**src/rtl/lsu_sequencer_pkg.sv**
```systemverilog
// Shared definitions for the load/store sequencer: funct3 encodings, FSM state
// type and the request legality helpers used at accept time.
package common;

    localparam logic [2:0] LB  = 3'b000;
    localparam logic [2:0] LH  = 3'b001;
    localparam logic [2:0] LW  = 3'b010;
    localparam logic [2:0] LBU = 3'b100;
    localparam logic [2:0] LHU = 3'b101;
    localparam logic [2:0] SB  = 3'b000;
    localparam logic [2:0] SH  = 3'b001;
    localparam logic [2:0] SW  = 3'b010;

    typedef enum logic [1:0] {
        ST_IDLE,
        ST_REQ,
        ST_WAIT_R,
        ST_DONE
    } lsu_state_t;

    function automatic logic lsu_size_legal(input logic write, input logic [2:0] funct3);
        if (write) return (funct3 == SB) || (funct3 == SH) || (funct3 == SW);
        return (funct3 == LB) || (funct3 == LH) || (funct3 == LW) ||
               (funct3 == LBU) || (funct3 == LHU);
    endfunction

    // funct3[1:0] is the access width for every legal load and store encoding.
    function automatic logic lsu_aligned(input logic [2:0] funct3, input logic [1:0] addr_lo);
        case (funct3[1:0])
            2'b01:   return !addr_lo[0];
            2'b10:   return addr_lo == 2'b00;
            default: return 1'b1;
        endcase
    endfunction

endpackage

```
**src/rtl/lsu_sequencer_if.sv**
```systemverilog
// Data-memory bus between the sequencer (master) and the memory (slave).
interface lsu_sequencer_if;

    logic        mem_valid;
    logic        mem_ready;
    logic        mem_write;
    logic [31:0] mem_addr;
    logic [3:0]  mem_wstrb;
    logic [31:0] mem_wdata;
    logic        mem_rvalid;
    logic [31:0] mem_rdata;

    modport master (
        output mem_valid, mem_write, mem_addr, mem_wstrb, mem_wdata,
        input  mem_ready, mem_rvalid, mem_rdata
    );

    modport slave (
        input  mem_valid, mem_write, mem_addr, mem_wstrb, mem_wdata,
        output mem_ready, mem_rvalid, mem_rdata
    );

endinterface

```
**src/rtl/lsu_sequencer_load_align.sv**
```systemverilog
// Selects the addressed byte/half/word lane of a read word and sign- or
// zero-extends it according to the load funct3.
module lsu_load_align
    import common::*;
(
    input  logic [31:0] rdata,
    input  logic [1:0]  lane,
    input  logic [2:0]  funct3,
    output logic [31:0] result
);

    logic [31:0] shifted;

    always_comb begin
        shifted = rdata >> {lane, 3'b000};
        case (funct3)
            LB:      result = {{24{shifted[7]}}, shifted[7:0]};
            LBU:     result = {24'h0, shifted[7:0]};
            LH:      result = {{16{shifted[15]}}, shifted[15:0]};
            LHU:     result = {16'h0, shifted[15:0]};
            default: result = rdata;
        endcase
    end

endmodule

```
**src/rtl/lsu_sequencer.sv**
```systemverilog
// Multi-cycle load/store sequencer: accepts one decoded memory op, runs the
// bus valid/ready handshake and returns extended load data to writeback.
module lsu_sequencer
    import common::*;
#(
    parameter int unsigned TIMEOUT = 255
) (
    input  logic                   clk,
    input  logic                   rst,
    input  logic                   req_valid,
    output logic                   req_ready,
    input  logic                   req_write,
    input  logic [2:0]             req_size,
    input  logic [31:0]            req_addr,
    input  logic [31:0]            req_wdata,
    input  logic [4:0]             req_rd,
    output logic                   stall,
    lsu_sequencer_if.master        mem,
    output logic                   rsp_valid,
    output logic                   rsp_load,
    output logic                   rsp_err,
    output logic [31:0]            rsp_rdata,
    output logic [4:0]             rsp_rd,
    output logic                   misaligned,
    output logic [31:0]            misaligned_addr
);

    localparam int unsigned CNT_W = (TIMEOUT == 0) ? 1 : $clog2(TIMEOUT + 1);
    localparam logic [CNT_W-1:0] CNT_MAX  = CNT_W'(TIMEOUT);
    localparam logic [CNT_W-1:0] CNT_LAST = CNT_W'((TIMEOUT == 0) ? 0 : TIMEOUT - 1);

    lsu_state_t         state_q, state_d;
    logic [CNT_W-1:0]   cnt_q, cnt_d, cnt_inc;
    logic               write_q, write_d;
    logic [2:0]         size_q, size_d;
    logic [31:0]        addr_q, addr_d;
    logic [31:0]        wdata_q, wdata_d;
    logic [4:0]         rd_q, rd_d;
    logic               rsp_valid_q, rsp_valid_d;
    logic               rsp_load_q, rsp_load_d;
    logic               rsp_err_q, rsp_err_d;
    logic [31:0]        rsp_rdata_q, rsp_rdata_d;
    logic [4:0]         rsp_rd_q, rsp_rd_d;
    logic               mis_q, mis_d;
    logic [31:0]        mis_addr_q, mis_addr_d;

    logic               req_legal;
    logic               timed_out;
    logic [31:0]        load_data;
    logic [3:0]         strb;
    logic [31:0]        lane_wdata;

    lsu_load_align u_load_align (
        .rdata  (mem.mem_rdata),
        .lane   (addr_q[1:0]),
        .funct3 (size_q),
        .result (load_data)
    );

    assign req_legal = lsu_size_legal(req_write, req_size) && lsu_aligned(req_size, req_addr[1:0]);
    assign cnt_inc   = (cnt_q == CNT_MAX) ? cnt_q : cnt_q + CNT_W'(1);
    // Expires in the TIMEOUT-th REQ/WAIT_R cycle; a handshake in that cycle still wins.
    assign timed_out = (TIMEOUT != 0) && (cnt_q >= CNT_LAST);

    // NOTE: every always_comb target gets a default first so no latch is inferred.
    always_comb begin
        state_d     = state_q;
        cnt_d       = cnt_q;
        write_d     = write_q;
        size_d      = size_q;
        addr_d      = addr_q;
        wdata_d     = wdata_q;
        rd_d        = rd_q;
        rsp_valid_d = 1'b0;
        rsp_load_d  = 1'b0;
        rsp_err_d   = 1'b0;
        rsp_rdata_d = '0;
        rsp_rd_d    = '0;
        mis_d       = 1'b0;
        mis_addr_d  = '0;

        case (state_q)
            ST_IDLE: begin
                if (req_valid && req_legal) begin
                    write_d = req_write;
                    size_d  = req_size;
                    addr_d  = req_addr;
                    wdata_d = req_wdata;
                    rd_d    = req_rd;
                    cnt_d   = '0;
                    state_d = ST_REQ;
                end else if (req_valid) begin
                    mis_d      = 1'b1;
                    mis_addr_d = req_addr;
                end
            end
            ST_REQ: begin
                cnt_d = cnt_inc;
                if (mem.mem_ready) begin
                    state_d = write_q ? ST_DONE : ST_WAIT_R;
                    if (write_q) begin
                        rsp_valid_d = 1'b1;
                        rsp_rd_d    = rd_q;
                    end
                end else if (timed_out) begin
                    state_d     = ST_DONE;
                    rsp_valid_d = 1'b1;
                    rsp_err_d   = 1'b1;
                    rsp_rd_d    = rd_q;
                end
            end
            ST_WAIT_R: begin
                cnt_d = cnt_inc;
                if (mem.mem_rvalid) begin
                    state_d     = ST_DONE;
                    rsp_valid_d = 1'b1;
                    rsp_load_d  = 1'b1;
                    rsp_rdata_d = load_data;
                    rsp_rd_d    = rd_q;
                end else if (timed_out) begin
                    state_d     = ST_DONE;
                    rsp_valid_d = 1'b1;
                    rsp_err_d   = 1'b1;
                    rsp_rd_d    = rd_q;
                end
            end
            default: state_d = ST_IDLE;
        endcase
    end

    // NOTE: sequential state uses non-blocking assignments only.
    always_ff @(posedge clk) begin
        if (rst) begin
            state_q     <= ST_IDLE;
            cnt_q       <= '0;
            write_q     <= 1'b0;
            size_q      <= '0;
            addr_q      <= '0;
            wdata_q     <= '0;
            rd_q        <= '0;
            rsp_valid_q <= 1'b0;
            rsp_load_q  <= 1'b0;
            rsp_err_q   <= 1'b0;
            rsp_rdata_q <= '0;
            rsp_rd_q    <= '0;
            mis_q       <= 1'b0;
            mis_addr_q  <= '0;
        end else begin
            state_q     <= state_d;
            cnt_q       <= cnt_d;
            write_q     <= write_d;
            size_q      <= size_d;
            addr_q      <= addr_d;
            wdata_q     <= wdata_d;
            rd_q        <= rd_d;
            rsp_valid_q <= rsp_valid_d;
            rsp_load_q  <= rsp_load_d;
            rsp_err_q   <= rsp_err_d;
            rsp_rdata_q <= rsp_rdata_d;
            rsp_rd_q    <= rsp_rd_d;
            mis_q       <= mis_d;
            mis_addr_q  <= mis_addr_d;
        end
    end

    always_comb begin
        case (size_q[1:0])
            2'b00: begin
                strb       = 4'b0001 << addr_q[1:0];
                lane_wdata = {4{wdata_q[7:0]}};
            end
            2'b01: begin
                strb       = 4'b0011 << addr_q[1:0];
                lane_wdata = {2{wdata_q[15:0]}};
            end
            default: begin
                strb       = 4'b1111;
                lane_wdata = wdata_q;
            end
        endcase
    end

    assign req_ready       = (state_q == ST_IDLE);
    assign stall           = ((state_q == ST_IDLE) && req_valid && req_legal) ||
                             (state_q == ST_REQ) || (state_q == ST_WAIT_R);

    assign mem.mem_valid   = (state_q == ST_REQ);
    assign mem.mem_write   = (state_q == ST_REQ) && write_q;
    assign mem.mem_addr    = (state_q == ST_REQ) ? {addr_q[31:2], 2'b00} : 32'h0;
    assign mem.mem_wstrb   = ((state_q == ST_REQ) && write_q) ? strb : 4'h0;
    assign mem.mem_wdata   = ((state_q == ST_REQ) && write_q) ? lane_wdata : 32'h0;

    assign rsp_valid       = rsp_valid_q;
    assign rsp_load        = rsp_load_q;
    assign rsp_err         = rsp_err_q;
    assign rsp_rdata       = rsp_rdata_q;
    assign rsp_rd          = rsp_rd_q;
    assign misaligned      = mis_q;
    assign misaligned_addr = mis_addr_q;

endmodule
```
**src/flat_wrapper.sv**
```systemverilog
// flat-port wrapper written by rule: the top's interface ports become plain ports
module lsu_sequencer_flat import common::*;
#(
    parameter int unsigned TIMEOUT = 255
)
  (clk, rst, req_valid, req_ready, req_write, req_size, req_addr, req_wdata, req_rd, stall, rsp_valid, rsp_load, rsp_err, rsp_rdata, rsp_rd, misaligned, misaligned_addr, mem_mem_valid, mem_mem_write, mem_mem_addr, mem_mem_wstrb, mem_mem_wdata, mem_mem_ready, mem_mem_rvalid, mem_mem_rdata);
  lsu_sequencer_if mem_i ();
  input  logic clk;
  input  logic rst;
  input  logic req_valid;
  output logic req_ready;
  input  logic req_write;
  input  logic [2:0] req_size;
  input  logic [31:0] req_addr;
  input  logic [31:0] req_wdata;
  input  logic [4:0] req_rd;
  output logic stall;
  output logic rsp_valid;
  output logic rsp_load;
  output logic rsp_err;
  output logic [31:0] rsp_rdata;
  output logic [4:0] rsp_rd;
  output logic misaligned;
  output logic [31:0] misaligned_addr;
  output wire logic [$bits(mem_i.mem_valid)-1:0] mem_mem_valid;
  output wire logic [$bits(mem_i.mem_write)-1:0] mem_mem_write;
  output wire logic [$bits(mem_i.mem_addr)-1:0] mem_mem_addr;
  output wire logic [$bits(mem_i.mem_wstrb)-1:0] mem_mem_wstrb;
  output wire logic [$bits(mem_i.mem_wdata)-1:0] mem_mem_wdata;
  input wire logic [$bits(mem_i.mem_ready)-1:0] mem_mem_ready;
  input wire logic [$bits(mem_i.mem_rvalid)-1:0] mem_mem_rvalid;
  input wire logic [$bits(mem_i.mem_rdata)-1:0] mem_mem_rdata;
  assign mem_mem_valid = mem_i.mem_valid;
  assign mem_mem_write = mem_i.mem_write;
  assign mem_mem_addr = mem_i.mem_addr;
  assign mem_mem_wstrb = mem_i.mem_wstrb;
  assign mem_mem_wdata = mem_i.mem_wdata;
  assign mem_i.mem_ready = mem_mem_ready;
  assign mem_i.mem_rvalid = mem_mem_rvalid;
  assign mem_i.mem_rdata = mem_mem_rdata;
  lsu_sequencer #(.TIMEOUT(TIMEOUT)) u_core (.clk(clk), .rst(rst), .req_valid(req_valid), .req_ready(req_ready), .req_write(req_write), .req_size(req_size), .req_addr(req_addr), .req_wdata(req_wdata), .req_rd(req_rd), .stall(stall), .mem(mem_i), .rsp_valid(rsp_valid), .rsp_load(rsp_load), .rsp_err(rsp_err), .rsp_rdata(rsp_rdata), .rsp_rd(rsp_rd), .misaligned(misaligned), .misaligned_addr(misaligned_addr));
endmodule
```
**config.mk**
```make
export PLATFORM = sky130hd
export DESIGN_NAME = lsu_sequencer_flat
export DESIGN_NICKNAME = d
export VERILOG_FILES = /design/src/rtl/lsu_sequencer_pkg.sv /design/src/rtl/lsu_sequencer_if.sv /design/src/rtl/lsu_sequencer_load_align.sv /design/src/rtl/lsu_sequencer.sv /design/src/flat_wrapper.sv
export SDC_FILE = /design/constraint.sdc
export NUM_CORES = 1
export LEC_CHECK = 0
export BUFFER_PORTS_ARGS = -buffer_cell sky130_fd_sc_hd__buf_2
export CAP_MARGIN = 20
export CORE_ASPECT_RATIO = 0.9
export CORE_MARGIN = 1
export CORE_UTILIZATION = 37
export CTS_BUF_LIST = sky130_fd_sc_hd__clkbuf_4 sky130_fd_sc_hd__clkbuf_8
export DETAILED_ROUTE_END_ITERATION = 8
export PLACE_DENSITY = 0.6
export SETUP_SLACK_MARGIN = 0.2
export SYNTH_ARGS = -nofsm -noshare
export SYNTH_HDL_FRONTEND = slang
export SYNTH_SLANG_ARGS = --single-unit
```
**constraint.sdc**
```tcl
create_clock -name clk -period 5.11 [get_ports clk]
set_input_delay 0.511 -clock clk [delete_from_list [all_inputs] [get_ports clk]]
set_output_delay 0.511 -clock clk [all_outputs]
set_load 0.005 [all_outputs]
```
# Word-level counts from Yosys, hierarchy flattened
# Cells that the tools add are included.
[classes]
addsub = 1
n_mul = 0
div = 0
magnitude_cmp = 1
n_eq_ne = 15
shifts = 3
mux = 34
n_bitwise = 4
n_reduce_logical = 25
[ops]
columns = ["cell", "count"]
rows = [
  ["$pmux 32 s4", 1],
  ["$mux 32", 2],
  ["$pmux 32 s2", 1],
  ["$shr 32x5->16", 1],
  ["$mux 5", 4],
  ["$mux 8", 2],
  ["$pmux 8 s2", 1],
  ["$eq 3x3->1 const B", 4],
  ["$mux 1", 12],
  ["$pmux 5 s2", 1],
  ["$add 8x1->8 const B", 1],
  ["$eq 8x8->1 const B", 1],
  ["$ge 8x8->1 const B", 1],
  ["$mux 2", 4],
  ["$pmux 4 s2", 1],
  ["$eq 2x1->1 const B", 3],
  ["$eq 3x1->1 const B", 2],
  ["$logic_not 2->1", 3],
  ["$logic_not 3->1", 2],
  ["$logic_or 1x1->1", 6],
  ["$pmux 1 s2", 3],
  ["$pmux 2 s3", 1],
  ["$reduce_or 3->1", 2],
  ["$logic_and 1x1->1", 5],
  ["other kinds (14)", 19],
]
[word_totals]
reg_bits = 156
latch_bits = 0
ramBits = 0
rom_bits = 0
input_bits = 110
out_inout_bits = 145
wordCells = 97
n_memories = 0

# Logic depth before layout (Yosys ltp)
# Gate-level depths: netlist of the first run.
[depth]
depth_word = 10
depth_mapped = 9
depth_no_buf = 7

# Modules after synthesis
# A second synthesis of the first run with hierarchy kept.
[unflattened]
cells_unflattened = 818
area_unflattened_um2 = 6731.5
[modules_own_cells]
columns = ["module", "instances", "cells_per_inst", "area_each_um2", "seq_area_each_um2"]
rows = [
  ["lsu_sequencer", 1, 707, 6015.8, 3123.0],
  ["lsu_load_align", 1, 111, 715.7, 0.0],
]

# Worst setup path after synthesis of the first run
# OpenSTA, ideal clock, no wires.
[synth_path]
kind = "in2out"
from = "input req_size[0]"
to = "output stall"
t_arrival_ns = 1.659
required_time_ns = 4.599
slack_ns = 2.940
cell_stages = 6
n_path_buf = 1
cell_sequence = "inv_1 ha_1 a32oi_2 and3_1 buf_2 or3_1"
[synth_via]
elab_chain_cells = 10
word_cells_on_any_way = 18
cone_classes = "eq/ne (6); mux (3); reduce/logical (9)"
[synth_rtl]
columns = ["element", "line", "rtl"]
rows = [
  ["start, declared", "flat_wrapper.sv:13", "input logic [2:0] req_size;"],
  ["$eq 3x1->1 or $logic_not 3->1 (tied branches)", "lsu_sequencer_pkg.sv:22, lsu_sequencer_pkg.sv:23", ""],
  ["$logic_or 1x1->1 (2 in a row)", "lsu_sequencer_pkg.sv:22, lsu_sequencer_pkg.sv:23", ""],
  ["$logic_or 1x1->1", "lsu_sequencer_pkg.sv:23", "return (funct3 == LB) || (funct3 == LH) || (funct3 == LW) ||"],
  ["$logic_or 1x1->1", "lsu_sequencer_pkg.sv:24", "(funct3 == LBU) || (funct3 == LHU);"],
  ["$mux 1", "lsu_sequencer_pkg.sv:23", ""],
  ["$logic_and 1x1->1 (*)", "lsu_sequencer.sv:60", "assign req_legal = lsu_size_legal(req_write, req_size) && lsu_aligned(req_size, req_addr[1:0]);"],
  ["$logic_and 1x1->1 (*)", "lsu_sequencer.sv:184", "assign stall = ((state_q == ST_IDLE) && req_valid && req_legal) ||"],
  ["$logic_or 1x1->1 (*)", "lsu_sequencer.sv:184", ""],
  ["$logic_or 1x1->1 (*)", "lsu_sequencer.sv:185", "(state_q == ST_REQ) || (state_q == ST_WAIT_R);"],
  ["end, declared", "flat_wrapper.sv:17", "output logic stall;"],
]
# Mark *: on every way between the ends. The rest lies on a longest branch, timed or not. The select of a mux whose other input is x is not followed.

# Worst setup path in the final report of the first run
# Ends and elaborated chain as after synthesis.

==> results of run 1 <==
[flip-flops by register name, indices dropped and copies added, names as in the netlist]
| name | cells |
|---|---|
| u_core.rsp_rd | 5 |
| u_core.state_q | 2 |
| u_core.size_q | 3 |
| u_core.addr_q | 32 |
| u_core.rsp_valid | 1 |
| u_core.rsp_err | 1 |
| u_core.rsp_load | 1 |
| u_core.misaligned | 1 |
| u_core.rd_q | 5 |
| u_core.write_q | 1 |
| u_core.rsp_rdata | 32 |
| u_core.wdata_q | 32 |
| u_core.cnt_q | 8 |
| u_core.misaligned_addr | 32 |
[layer usage]
layer | track usage | routed length [um] | share of wire | vias up
met1 | 0.279 | 8780 | 0.47 | 2802
met4 | 0.0689 | 241 | 0.013 | 0
li1 | - | - | - | 3088
met3 | 0.0519 | 1180 | 0.063 | 21
met2 | 0.314 | 8500 | 0.45 | 190
met5 | 0 | 0 | 0 | -
[kinds of logic after synthesis]
| logic type | share of synthesized area |
|---|---|
| other | 0.000572 |
| AND/OR/NAND/NOR | 0.239 |
| buffers and inverters | 0.0490 |
| AO/OA/AOI/OAI | 0.175 |
| flip-flops | 0.476 |
| multiplexers | 0.0412 |
| adder cells (fa/ha/maj) | 0.0191 |
[Yosys cell counts (2+ instances only)]
cell type / n
nand2_1: 183
dfxtp_1: 156
a21oi_1: 117
and2_1: 68
nor2_1: 50
clkbuf_1: 40
o21ai_0: 27
mux2i_1: 18
inv_1: 13
buf_2: 12
and3_1: 11
a21oi_2: 10
ha_1: 10
o31ai_1: 7
mux2_2: 6
o211a_1: 6
or4_1: 6
a222oi_1: 4
nand3_1: 4
o21bai_1: 4
buf_1: 3
nand4_1: 3
a21boi_1: 2
a32oi_1: 2
buf_4: 2
nand2b_1: 2
or2_2: 2
or3_1: 2
[critical path: cells and delay by family]
family          cells  cell delay [ps]
compound gates      1              320
buf+inv             3              270
simple gates        2              950
fa+ha+maj           1              330
[through the flow]
stage	hold WS (ps)	std cells
6_report	269	1262
3_3_place_gp	437	1231
4_1_cts	240	1261
2_1_floorplan	430	796
5_1_grt	247	1262
3_5_place_dp	443	1231
[path summary, 6_finish.rpt]
path | from | slack, ps | endpoint
max | req_size[0] | 2220 | stall
min | req_addr[9] | 270 | u_core.misaligned_addr[9]$_SDFF_PP0_
max reg2reg | u_core.addr_q[1]$_SDFFE_PP0P_ | 2650 | u_core.rsp_rdata[19]$_SDFF_PP0_
min reg2reg | u_core.addr_q[22]$_SDFFE_PP0P_ | 450 | u_core.addr_q[22]$_SDFFE_PP0P_
[cell type report]
class | count | area (sq um)
Clock inverter | 12 | 113
Sequential cell | 156 | 3120
Tap cell | 235 | 294
Multi-Input combinational cell | 566 | 3120
Timing Repair Buffer | 259 | 1310
Clock buffer | 18 | 248
Fill cell | 1806 | 8840
Antenna cell | 1 | 2.50
Inverter | 15 | 58.8
[report_power, final]
| group | switching, uW | total (uW) | internal [uW] |
|---|---|---|---|
| Sequential | 44.9 | 1350 | 1300 |
| Combinational | 319 | 517 | 198 |
| Clock | 474 | 872 | 398 |
| Total | 838 | 2740 | 1900 |
==> results.yml, run 1 <==
run_status:
  outcome: "finished clean"
detailed_routing:
  route.detailed.drc: 0
  firstDrtPassIters: 6
  vias: 6101
  avgViaCountPerCell: 4.83
  wl_per_cell_um: 14.8
  routed_wl_mm: 18.7
  ant_nets: 0
  drt-initial-drc-count: 358
finish:
  final_common_cell: "buf_2"
  final_cell_mix: "252 x buf_2, 183 x nand2_1, 155 x dfxtp_1"
  syn2layout_area_growth_pct: 26.2
  drive_gt1_frac: 0.311
  design_area_sq_mm: 0.00828
  nNetsFinal: 1135
  postLayoutCoreUtil: 0.484
timing:
  grt_setup_unrepaired: "false"
  hold_viol_final: 0
  setup_ws_ps: 2220
  finalSetupViolCount: 0
  post-route-period-util: 0.566
  finClkSkew_ps: 15.3
  tightest_slew_ps: 1050
  relSlewSlack: 0.296
  drv_slew: 0
  max_freq_mhz: 346
  final.setup.tns_ps: 0
  fin_crit_ps: 2890
cts:
  cts_root_buf: "clkbuf_8"
  cts_setup_buffers: 0
  cts_buffers: 17
  cts_resized: 0
  clk_latency_ps: 450
  clk_pin_slew_worst_paths_ps: 90
  clkSinkCount: 156
  cts_buffer_depth: 2
  cts_tree: "done"
  htree_levels: 4
  hold_buffers: 0
synthesis:
  synthTopCellsByArea: "dfxtp_1 48%, nand2_1 10%, a21oi_1 8.9%"
  synth_edf_count: 0
  yosysWarnings: 0
  ys_ff_latch: 156
  synthesis.area_sq_mm: 0.00656
  synth_cell_types: 53
  yosys.area.top_type_share: 0.476
  syn_area_per_cell_sq_um: 8.25
  async_flop_share: 0
  synth_top_cell_by_area: "dfxtp_1"
  synth_cells: 795
  yosysSeqAreaShare: 0.476
  ys.flop_type: "dfxtp_1"
critical_path:
  cp.arrival_ps: 2380
  slowest_delay_ps: 750
  crit_fanout: 40
  reg2reg_depth: 5
  slowest_stage: "and3_2"
  required_ps: 4600
  path_class: "primary input to primary output"
  cp-end-kind: "primary output"
  cp_cell_sequence: "buf_2, inv_1, ha_1, a32oi_2, and3_2, or3_1, buf_2"
  startpoint_type: "primary input"
  crit_path_frequent_cell: "buf_2"
placed_design:
  place_congestion: 0.795
  dp_hpwl_mm: 13.0
  pre_cts_ws_ps: 2180
  placed_area_sq_mm: 0.00792
  portBuffers: 252
floorplan:
  initial_utilization: 0.383
  core_sq_mm: 0.0171
  die_w_um: 142
  rows: 45
  top_level_ports: 255
  design.die.area_sq_mm: 0.0183
  fp.dieH_um: 128
grt:
  grt_max_degree: 62
  grt_remaining_overflow: 0
  grt_pass1_vias: 5473
  antenna_found_initial: 1
  grt.total_usage: 0.205
  grt_pass1_wl_mm: 29.1
worst_hold_path:
  worstHoldPathType: "primary input to flip-flop"
  hold_depth: 2
run:
  max_cap_violations: 0
power:
  p_leak_uw: 0.00367
  ir_drop_mv: 0.147
  p_per_area_mw_per_mm2: 331
  power_uw: 2740
(Power assumes the default switching activity.)
==> run 2, diff against run 1 <==
--- a/config.mk
+++ b/config.mk
@@ -5,6 +5,7 @@
 export SDC_FILE = /design/constraint.sdc
 export NUM_CORES = 1
 export LEC_CHECK = 0
+export ABC_AREA = 1
 export BUFFER_PORTS_ARGS = -buffer_cell sky130_fd_sc_hd__buf_2
 export CAP_MARGIN = 20
 export CORE_ASPECT_RATIO = 0.9
==> constraint.sdc (replaced) <==
create_clock -name clk -period 2.7 [get_ports clk]
set_input_delay 0.27 -clock clk [delete_from_list [all_inputs] [get_ports clk]]
set_output_delay 0.27 -clock clk [all_outputs]
set_load 0.005 [all_outputs]
==> run 2 against run 1 <==
  * Setup slack worse by 1900 ps
  * Cell count is 14% higher
  * Total power is 97% higher
  * Die area is 3.6% higher
  * Clock power is 110% higher
  * Sequential share of layout area is 2.1 points lower
  * Largest power group unchanged
==> results.yml, run 2 <==
synthesis:
  synthesis.area_sq_mm: 0.00680
  synth_edf_count: 0
  ys.flop_type: "dfxtp_1"
  ys_ff_latch: 156
  synth_cell_types: 39
  syn_area_per_cell_sq_um: 7.22
  synth_top_cell_by_area: "dfxtp_1"
  synth_commonest_cells: "182 x inv_1, 156 x dfxtp_1, 151 x nand2_1"
  synth_most_common_cell: "inv_1"
  yosysWarnings: 0
  synth_cells: 941
  async_flop_share: 0
  yosysSeqAreaShare: 0.459
  synthTopCellsByArea: "dfxtp_1 46%, inv_1 10%, a21oi_1 9.4%"
  yosys.area.top_type_share: 0.459
critical_path:
  startpoint_type: "flip-flop"
  required_ps: 2430
  path_class: "flip-flop to primary output"
  crit_fanout: 16
  startpoint: "u_core.size_q[1]$_SDFFE_PP0P_"
  slowest_delay_ps: 430
  slowest_stage: "dfxtp_2"
  timing.rr.start: "u_core.state_q[0]$_SDFFE_PP0P_"
  cp.arrival_ps: 2080
  crit_path_end: "mem_mem_wdata[26]"
  cp-end-kind: "primary output"
  reg2reg_depth: 8
  worstReg2RegEnd: "u_core.cnt_q[2]$_SDFFE_PP0P_"
  rrSetupSlack_ps: 780
  cp_cell_sequence: "nor2_4, clkinvlp_4, o221ai_1, a21oi_1, buf_2"
cts:
  cts_root_buf: "clkbuf_8"
  clk_pin_slew_worst_paths_ps: 100
  cts_buffer_depth: 2
  cts_buffers: 17
  clkSinkCount: 156
  htree_levels: 4
  clk_latency_ps: 440
  cts_setup_buffers: 0
  cts_tree: "done"
finish:
  multi_input_area_sq_mm: 0.00271
  fillerInstances: 1811
  final_common_cell: "buf_2"
  final_cell_mix: "252 x buf_2, 180 x inv_1, 155 x dfxtp_1"
  nNetsFinal: 1303
  drive_gt1_frac: 0.270
  ff_latch_area_sq_mm: 0.00312
  postLayoutCoreUtil: 0.493
  layout.cells.non_filler: 1436
  diodes: 0
  syn2layout_area_growth_pct: 28.9
run_status:
  outcome: "finished clean"
worst_hold_path:
  worstHoldPathType: "primary input to flip-flop"
timing:
  setup_ws_ps: 352
  hold_viol_final: 0
  max_freq_mhz: 426
  post-route-period-util: 0.870
  finClkSkew_ps: 10.9
  grt_setup_unrepaired: "false"
  fin_crit_ps: 2350
  relSlewSlack: 0.475
  finalSetupViolCount: 0
  tightest_slew_ps: 787
  final.setup.tns_ps: 0
  drv_slew: 0
detailed_routing:
  firstDrtPassIters: 5
  avgViaCountPerCell: 4.66
  routed_wl_mm: 19.8
  drt-initial-drc-count: 339
  wl_per_cell_um: 13.8
  route.detailed.drc: 0
  vias: 6695
  ant_nets: 0
floorplan:
  initial_utilization: 0.382
  rows: 46
  die_w_um: 145
  fp.dieH_um: 131
  design.die.area_sq_mm: 0.0189
  top_level_ports: 255
  core_sq_mm: 0.0178
placed_design:
  dp_cells: 1391
  dp_hpwl_mm: 13.9
  pre_cts_ws_ps: 696
  place_congestion: 0.805
  portBuffers: 252
grt:
  grt.total_usage: 0.211
  grt_max_degree: 61
  grt_remaining_overflow: 0
  grt_pass1_wl_mm: 30.8
  grt_pass1_vias: 6016
  antenna_found_initial: 1
power:
  ir_drop_mv: 0.424
  p_per_area_mw_per_mm2: 615
  p_leak_uw: 0.00454
run:
  max_cap_violations: 0
[run 2: changes by cell type in the layout (fill, tap and decap cells not counted), moves of 7 or more]
cell / previous run / this run
o31ai_1: 7 / 0
nor2_1: 50 / 70
o221ai_1: 0 / 7
dlygate4sd3_1: 0 / 13
nand3_1: 3 / 45
and2_1: 68 / 0
inv_1: 13 / 180
a21oi_1: 117 / 127
and3_1: 10 / 0
o21ai_0: 27 / 100
mux2i_1: 18 / 0
a21oi_2: 10 / 1
nand2_1: 183 / 151
[run 2: cells by family (layout without fill, tap and decap cells)]
family,after synthesis,count (layout),synth area share
AO/OA/AOI/OAI,248,248,0.194
XOR/XNOR,2,2,0.00258
other,1,2,0.000552
flip-flops,156,156,0.459
AND/OR/NAND/NOR,284,284,0.181
adder cells (fa/ha/maj),10,10,0.0184
buffers and inverters,240,494,0.145
[run 2: worst min-delay path by stage]
stage	start	endpoint	depth (start not counted)
final	req_addr[20]	u_core.misaligned_addr[20]$_SDFF_PP0_	3
after global routing	req_addr[5]	u_core.misaligned_addr[5]$_SDFF_PP0_	3
after CTS	req_addr[24]	u_core.misaligned_addr[24]$_SDFF_PP0_	3
after detailed placement	u_core.rd_q[3]$_SDFFE_PP0P_	u_core.rsp_rd[3]$_SDFF_PP0_	2
after global placement	u_core.rd_q[1]$_SDFFE_PP0P_	u_core.rsp_rd[1]$_SDFF_PP0_	2
after floorplan	rst	u_core.rsp_err$_SDFF_PP0_	1
[run 2: layout make-up]
| type | instances | share of cell area |
|---|---|---|
| clock buffer | 18 | 0.0283 |
| clock inverter | 14 | 0.0181 |
| inverter | 185 | 0.0810 |
| multi-input combinational | 546 | 0.310 |
| sequential | 156 | 0.357 |
| tap | 240 | 0.0343 |
| timing repair buffer | 277 | 0.172 |
[run 2: metrics by stage]
step / area, sq um / power [uW] / hold WS [ps]
2_1_floorplan: 6800 / 3240 / 360
3_5_place_dp: 8220 / 3600 / 424
5_1_grt: 8760 / 5710 / 4.54
6_report: 8760 / 5390 / 41.2
4_1_cts: 8700 / 5440 / 1.23
3_3_place_gp: 8220 / 3590 / 424
[run 2: critical path, delay by kind of cell, from the launching register on]
family	cells	cell delay [ps]
AOI/OAI and AO/OA	2	450
buffers and inverters	2	440
DFF	1	430
and+or+nand+nor	1	310
[run 2: metal layers]
metal / GRT usage / share of wire / vias to the layer above
met1: 0.270 / 0.45 / 3057
met4: 0.0471 / 0.0086 / 2
met2: 0.345 / 0.47 / 202
met5: 0 / 0.00066 / -
met3: 0.0671 / 0.076 / 13
li1: - / - / 3421
[run 2: power breakdown]
part	leakage (uW)	internal (uW)	switching [uW]
combinational	0.00308	355	659
clock	0.000195	867	960
sequential	0.00127	2460	89.7
[run 2: what timing repair did]
action	4_1_cts	5_1_grt
setup endpoints to repair	0	14
resized for setup	0	2
endpoints found under the hold margin	8	5
hold buffers	8	5
==> run 3, diff against run 2 <==
--- a/config.mk
+++ b/config.mk
@@ -5,7 +5,6 @@
 export SDC_FILE = /design/constraint.sdc
 export NUM_CORES = 1
 export LEC_CHECK = 0
-export ABC_AREA = 1
 export BUFFER_PORTS_ARGS = -buffer_cell sky130_fd_sc_hd__buf_2
 export CAP_MARGIN = 20
 export CORE_ASPECT_RATIO = 0.9
==> run 3 against run 2 <==
  * Flip-flop and latch count unchanged
  * Global-route usage increased by 0.086 points
  * Clock skew increased by 6.0 ps
  * Core utilization increased by 0.83 points
  * Non-clock buffer count increased by 9
  * Setup slack improved by 99 ps
  * Sequential power about the same
==> results.yml, run 3 (synthesis results as in run 1) <==
power:
  p_clk_frac: 0.330
  ir_drop_mv: 0.356
  p_leak_uw: 0.00381
  p_per_area_mw_per_mm2: 622
  pwr-share-seq: 0.478
  power_switching_uw: 1680
  p_comb_frac: 0.193
  internal_power_uw: 3650
  switching_share: 0.314
timing:
  finClkSkew_ps: 16.8
  hold_viol_final: 0
  grt_setup_unrepaired: "false"
  drv_slew: 0
  setup_ws_ps: 451
  tightest_slew_ps: 772
  final.setup.tns_ps: 0
  fin_crit_ps: 2250
  hold_slack_ps: 31.6
  finalSetupViolCount: 0
  max_freq_mhz: 445
  post-route-period-util: 0.833
  relSlewSlack: 0.485
critical_path:
  cp-end-kind: "primary output"
  startpoint_type: "flip-flop"
  required_ps: 2430
  critPathTopFamily: "simple AND/OR/NAND/NOR gates"
  cp_cell_sequence: "inv_1, ha_1, and3_4, or3_1, buf_2"
  critPathBufInv: 2
  timing.rr.start: "u_core.state_q[0]$_SDFFE_PP0P_"
  rrSetupSlack_ps: 670
  path_class: "flip-flop to primary output"
  crit_fanout: 16
  cp.arrival_ps: 1980
  slowest_stage: "dfxtp_1"
  startpoint: "u_core.state_q[0]$_SDFFE_PP0P_"
  slowest_delay_ps: 390
cts:
  htree_levels: 4
  cts_root_buf: "clkbuf_8"
  cts_setup_buffers: 0
  clk_latency_ps: 460
  cts_buffers: 17
  cts_tree: "done"
  cts_buffer_depth: 2
  clk_pin_slew_worst_paths_ps: 90
  clkSinkCount: 156
placed_design:
  pre_cts_ws_ps: 439
  dp_hpwl_mm: 13.0
  portBuffers: 252
  place_congestion: 0.840
grt:
  grt_max_degree: 70
  grt_pass1_wl_mm: 30.1
  grt_pass1_vias: 5774
  grt_remaining_overflow: 0
  grt.total_usage: 0.211
  antenna_found_initial: 1
floorplan:
  initial_utilization: 0.383
  top_level_ports: 255
  rows: 45
  design.die.area_sq_mm: 0.0183
  die_w_um: 142
  fp.dieH_um: 128
  core_sq_mm: 0.0171
detailed_routing:
  firstDrtPassIters: 5
  routed_wl_mm: 19.0
  route.detailed.drc: 0
  drt-initial-drc-count: 325
  avgViaCountPerCell: 4.81
  vias: 6201
  ant_nets: 0
  wl_per_cell_um: 14.7
finish:
  nNetsFinal: 1162
  diodes: 0
  drive_gt1_frac: 0.314
  final_common_cell: "buf_2"
  final_cell_mix: "252 x buf_2, 183 x nand2_1, 155 x dfxtp_1"
  fillerInstances: 1727
  syn2layout_area_growth_pct: 30.7
worst_hold_path:
  worstHoldPathType: "primary input to flip-flop"
  min_from: "req_addr[22]"
run_status:
  outcome: "finished clean"
run:
  max_cap_violations: 0
==> run 3: cell count changes in the layout (fill, tap and decap cells not counted), sizes merged, moves of 7 or more <==
cell / previous run / this run
o21ai: 101 / 27
o31ai: 0 / 7
nand2: 159 / 183
mux2i: 0 / 18
and3: 0 / 11
nand3: 47 / 4
and2: 1 / 68
o221ai: 7 / 0
inv: 189 / 20
nor2: 75 / 50
==> run 3: timing repair <==
action / CTS / global route
resized for setup: 0 / 1
hold endpoints to repair: 15 / 2
hold buffers: 15 / 2
setup endpoints to repair: 0 / 1
==> run 3: final timing paths <==
kind	endpoint	depth (start not counted)
setup / recovery	stall	5
hold / removal	u_core.misaligned_addr[22]$_SDFF_PP0_	2
setup reg to reg	u_core.rsp_rdata[8]$_SDFF_PP0_	7
hold reg to reg	u_core.addr_q[30]$_SDFFE_PP0P_	2
==> run 3: stage by stage <==
| step | util | power, uW | area (sq um) | std cells |
|---|---|---|---|---|
| 3_5_place_dp | 0.468 | 3610 | 8000 | 1241 |
| 5_1_grt | 0.501 | 5630 | 8570 | 1290 |
| 4_1_cts | 0.499 | 5380 | 8550 | 1288 |
| 3_3_place_gp | 0.468 | 3610 | 8000 | 1241 |
| 6_report | 0.501 | 5330 | 8570 | 1290 |
| 2_1_floorplan | - | 3220 | 6560 | 796 |
==> run 3: worst register-to-register path, cell delays in order (launching register included) <==
cell	delay, ps
dfxtp_1	350
inv_1	120
ha_1	250
nand2_1	70
or2_2	490
inv_1	370
o21ai_0	170
a21oi_1	150
==> run 3: layer usage <==
metal  share of wire  up-vias  track usage
li1                -     3139            -
met1            0.45     2856        0.268
met2            0.47      192        0.345
met3           0.068       14       0.0631
met4           0.013        0       0.0658
met5               0        -            0
==> run 3: area by class of cell <==
| class | instances | area (sq um) | area share |
|---|---|---|---|
| inverters | 15 | 58.8 | 0.00686 |
| multi-input cells | 566 | 3130 | 0.365 |
| repair buffers | 286 | 1570 | 0.183 |
| flip-flops and latches | 156 | 3120 | 0.364 |
| clock buffers | 18 | 241 | 0.0282 |
| well taps | 235 | 294 | 0.0343 |
| clock inverters | 14 | 155 | 0.0181 |
==> run 3: power by group through the flow <==
stage                     sequential [uW]  clock (uW)  combinational (uW)
after global placement               2600           0                1010
after global routing                 2570        1910                1150
after floorplan                      2590           0                 629
final                                2550        1760                1030
after CTS                            2550        1810                1030
after detailed placement             2600           0                1010
